[config.mk]
export PLATFORM = sky130hd
export DESIGN_NAME = sdram_arb_rr
export DESIGN_NICKNAME = d
export VERILOG_FILES = /design/src/rtl/sdram_arb_rr.sv
export SDC_FILE = /design/constraint.sdc
export NUM_CORES = 1
export LEC_CHECK = 0
export CORE_UTILIZATION = 32
export DETAILED_ROUTE_END_ITERATION = 10
export DONT_BUFFER_PORTS = 1
export SYNTH_ARGS = -nofsm -noshare
export SYNTH_HDL_FRONTEND = slang
export SYNTH_SLANG_ARGS = --single-unit
[constraint.sdc]
create_clock -name sclk -period 2.8 [get_ports sclk]
set_clock_uncertainty 0.15 [all_clocks]
set_input_delay 0.56 -clock sclk [delete_from_list [all_inputs] [get_ports sclk]]
set_output_delay 0.56 -clock sclk [all_outputs]
set_load 0.005 [all_outputs]
[src/rtl/sdram_arb_rr.sv]
// Round-robin SDRAM command arbiter: NCH user channels plus top-priority auto-refresh.
// Optional hang watchdog enabled by defining SDRAM_ARB_WDOG_EN.
module sdram_arb_rr #(
   parameter int unsigned NCH    = 4,
   parameter int unsigned CW     = $clog2(NCH),
   parameter int unsigned TO_CYC = 1024
) (
   input  logic           sclk,
   input  logic           srst_n,
   input  logic           init_end,
   input  logic [NCH-1:0] req,
   input  logic           aref_req,
   input  logic           op_done,
   output logic [NCH-1:0] grant,
   output logic [NCH-1:0] ack,
   output logic           aref_grant,
   output logic           aref_ack,
   output logic [CW-1:0]  cur_ch,
   output logic           busy,
   output logic           wdog_err
);

   typedef enum logic [1:0] {WAIT_INIT, IDLE, GRANT, AREF} state_t;

   state_t           state_q, state_d;
   logic             init_q;
   logic [CW-1:0]    ptr_q, ptr_d;
   logic [NCH-1:0]   grant_d, ack_d;
   logic             aref_grant_d, aref_ack_d, busy_d, wdog_d;
   logic [CW-1:0]    cur_ch_d;
   logic             init_ok_c;
   logic             win_vld_c;
   logic [CW-1:0]    win_c;
   int unsigned      idx;

   assign init_ok_c = init_end | init_q;

   // First requesting channel at or above ptr, wrapping NCH-1 -> 0
   always_comb begin
      win_vld_c = 1'b0;
      win_c     = '0;
      idx       = 0;
      for (int unsigned i = 0; i < NCH; i++) begin
         idx = int'(ptr_q) + i;
         if (idx >= NCH) idx = idx - NCH;
         if (!win_vld_c && req[CW'(idx)]) begin
            win_vld_c = 1'b1;
            win_c     = CW'(idx);
         end
      end
   end

`ifdef SDRAM_ARB_WDOG_EN
   localparam int unsigned TW = (TO_CYC > 2) ? $clog2(TO_CYC) : 1;
   logic [TW-1:0] cnt_q, cnt_d;
   logic          wd_hit_c;

   assign wd_hit_c = (cnt_q == TW'(TO_CYC - 1));
`endif

   // Next state and next registered outputs
   always_comb begin
      state_d      = state_q;
      ptr_d        = ptr_q;
      grant_d      = grant;
      ack_d        = '0;
      aref_grant_d = aref_grant;
      aref_ack_d   = 1'b0;
      cur_ch_d     = cur_ch;
      wdog_d       = 1'b0;
      case (state_q)
         WAIT_INIT: begin
            if (init_ok_c) state_d = IDLE;
         end
         IDLE: begin
            if (aref_req) begin
               state_d      = AREF;
               aref_grant_d = 1'b1;
               aref_ack_d   = 1'b1;
            end else if (win_vld_c) begin
               state_d  = GRANT;
               grant_d  = NCH'(1) << win_c;
               ack_d    = NCH'(1) << win_c;
               cur_ch_d = win_c;
               ptr_d    = (win_c == CW'(NCH - 1)) ? '0 : win_c + CW'(1);
            end
         end
         GRANT, AREF: begin
            if (op_done) begin
               state_d      = IDLE;
               grant_d      = '0;
               aref_grant_d = 1'b0;
            end
`ifdef SDRAM_ARB_WDOG_EN
            else if (wd_hit_c) begin
               state_d      = IDLE;
               grant_d      = '0;
               aref_grant_d = 1'b0;
               wdog_d       = 1'b1;
            end
`endif
         end
         default: state_d = WAIT_INIT;
      endcase
      busy_d = (state_d == GRANT) || (state_d == AREF);
   end

`ifdef SDRAM_ARB_WDOG_EN
   // Counts cycles spent in one operation; zero on entry
   always_comb begin
      cnt_d = '0;
      if (busy_d && (state_d == state_q)) cnt_d = cnt_q + TW'(1);
   end

   always_ff @(posedge sclk or negedge srst_n) begin
      if (!srst_n) cnt_q <= '0;
      else         cnt_q <= cnt_d;
   end
`endif

   always_ff @(posedge sclk or negedge srst_n) begin
      if (!srst_n) begin
         state_q    <= WAIT_INIT;
         init_q     <= 1'b0;
         ptr_q      <= '0;
         grant      <= '0;
         ack        <= '0;
         aref_grant <= 1'b0;
         aref_ack   <= 1'b0;
         cur_ch     <= '0;
         busy       <= 1'b0;
         wdog_err   <= 1'b0;
      end else begin
         state_q    <= state_d;
         init_q     <= init_ok_c;
         ptr_q      <= ptr_d;
         grant      <= grant_d;
         ack        <= ack_d;
         aref_grant <= aref_grant_d;
         aref_ack   <= aref_ack_d;
         cur_ch     <= cur_ch_d;
         busy       <= busy_d;
         wdog_err   <= wdog_d;
      end
   end

endmodule
==> reports/metrics.yaml <==
worst_setup_path:
  crit_fanout: 11
  r2r-end: "grant[3]"
  critical_path_class: "primary input to register"
  worstPathArrival_ps: 1900
  r2r_start: "ptr_q[1]"
  reg2regPathDepth: 6
  critPathCaptureType: "register"
  r2r_slack_ps: 940
  startpoint_type: "primary input"
  critPathRequiredTime_ps: 2840
sta:
  hold_violations: 0
  rsz0062_at_grt: "false"
  max-slew-margin-rel_pct: 46.2
  drv_slew: 0
  fin_crit_ps: 1860
  finalSetupViolCount: 0
  setup_tns_ps: 0
  timing.final.crit_share_pct: 66.4
  max_freq_ghz: 0.538
  tightest_slew_ps: 804
synth:
  synthArstFlopShare_pct: 100
  synthCells: 77
  ys.flop_type: "dfrtp_1"
  syn_avg_cell_area_um2: 11.3
  syn_area_um2: 870
  synth.distinct_cells: 36
  synth_edf_count: 0
  synth_seq_cells: 18
  synth_nets: 90
  yosysSeqAreaShare_pct: 51.8
  yosysWarningCount: 0
placed_design:
  gp_congestion: 0.773
  dp_hpwl_um: 1150
  io_buffers: 0
hold_path:
  holdPathStages: 1
  min_path_type: "primary input to register"
  holdPathEnd: "init_q"
  worst_hold_startpoint: "init_end"
drt:
  route.detailed.drc: 0
  avgRoutedWirePerCell_um: 13.5
  drt_wl_total_um: 1490
  vias_per_cell: 5.47
  ant_nets: 0
  drtIter0Drc: 3
  num_vias: 602
  drt_pass1_iterations: 4
final_layout:
  drive_above_1_share_pct: 13.8
  fin_nets: 94
  fin_util_pct: 37.1
  diodes: 0
  syn2layout_area_growth_pct: 7.48
  fillerInstances: 270
global_routing:
  grt_max_degree: 19
  first_global_vias: 567
  globalRouteTotalUtil_pct: 11.6
  grt_pass1_wl_um: 2380
  antenna_found_initial: 0
  overflow: 0
clock_tree:
  post-cts-setup-buffers: 0
  hold_buffers: 1
  cts_resized: 0
  cts_tree: "built"
  cts_buffer_depth: 2
  cts_buffers: 3
  cts.clk_slew.worst_paths_ps: 100
  clock_latency_ps: 290
  cts_sinks: 18
  htree_levels: 1
  cts_root_buf: "clkbuf_4"
pwr:
  p_int_uw: 563
  swShare_pct: 34.3
  p_leak_nw: 0.430
  p_comb_share_pct: 30.7
  pwr-share-clk_pct: 18.3
  power_frac_seq_pct: 50.9
  power.density_cell_area_nw_per_um2: 916
  ir_drop_v: 0.000367
  power_uw: 856
  power_switching_uw: 293
floorplan:
  die_y_um: 54.1
  pin_count: 23
  initial_core_util_pct: 34.5
  dieArea_um2: 2930
  placementRows: 18
  design.core.area_um2: 2520
  die_w_um: 54.1
outcome:
  status: "finished, final reports clean"
flow_run:
  drv_cap: 0
## per-layer routing
metal  wire length, um  global-route usage (%)  up-vias
li1                  -                       -      286
met3               116                    6.78        2
met1               620                    12.5      296
met5                 0                       0        -
met2               735                    18.9       18
met4                14                    3.85        0
## cell usage after synthesis (2+ instances only)
library cell | count | share of area (%)
a21o_1 | 2 | 1.7
a21oi_1 | 3 | 1.7
a31o_1 | 3 | 3.0
and3_1 | 2 | 1.4
and3_4 | 3 | 3.9
dfrtp_1 | 18 | 52
ha_1 | 4 | 5.8
inv_1 | 2 | 0.86
nand2_1 | 7 | 3.0
nand2b_1 | 3 | 2.2
nand3_1 | 2 | 1.2
nor2_1 | 4 | 1.7
## power by group through the flow
stage          Clock (mW)  Combinational (mW)  Sequential (mW)
2_1_floorplan           0               0.222            0.421
3_3_place_gp            0               0.259            0.440
3_5_place_dp            0               0.262            0.443
4_1_cts             0.164               0.269            0.437
5_1_grt             0.175               0.309            0.450
6_report            0.157               0.263            0.436
## placed cells by master (no fill, tap or decap), types with 2 or more instances in the layout
master	instances
nand2b_1	3
nand2_1	7
a21oi_1	3
and3_1	2
a31o_1	3
clkbuf_4	3
and3_4	3
a21o_1	2
dfrtp_1	18
nand3_1	2
inv_1	2
nor2_1	4
ha_1	4
## cell families (layout without fill, tap and decap cells)
kind of cell,after synthesis,count (layout),share of synthesized area [%]
simple gates,32,32,23.3
flops,18,18,51.8
compound gates,17,17,14.5
fa+ha+maj,4,4,5.76
buf+inv,4,7,3.02
other cells,1,1,0.431
mux,1,1,1.15
## critical path: stages
cell and delay [ps]:
or4_4 590, and4_1 200, ha_1 190, and3_1 150
a31o_2 210
## final cells by class
| cell class | count | area (um^2) | share of cell area (%) |
|---|---|---|---|
| Tap cell | 30 | 37.5 | 4.02 |
| Multi-Input combinational cell | 55 | 393 | 42.0 |
| Sequential cell | 18 | 450 | 48.2 |
| Timing Repair Buffer | 1 | 10.0 | 1.07 |
| Clock buffer | 4 | 36.3 | 3.88 |
| Inverter | 2 | 7.51 | 0.803 |
## sequential cells by signal, summed over array words and instances (netlist names)
register	count
aref_grant	1
ptr_q	2
ack	4
aref_ack	1
init_q	1
state_q	2
busy	1
grant	4
cur_ch	2
## worst max-delay path by stage
| stage | startpoint | endpoint | depth (start not counted) |
|---|---|---|---|
| 2_1_floorplan | req[0] | grant[3] | 6 |
| 3_3_place_gp | req[0] | grant[3] | 5 |
| 3_5_place_dp | req[0] | grant[3] | 5 |
| 4_1_cts | ptr_q[1] | grant[3] | 6 |
| 5_1_grt | ptr_q[0] | grant[3] | 6 |
| 6_report | req[0] | grant[3] | 5 |
## stage by stage
stage	cell area, um^2	hold WS [ps]	instances	setup WS, ps
global placement	888	115	105	649
floorplan	870	114	77	628
finish	935	216	110	940
global route	935	212	110	845
CTS	935	205	110	945
detailed placement	888	115	105	628
Power figures use the tool's default switching activity.
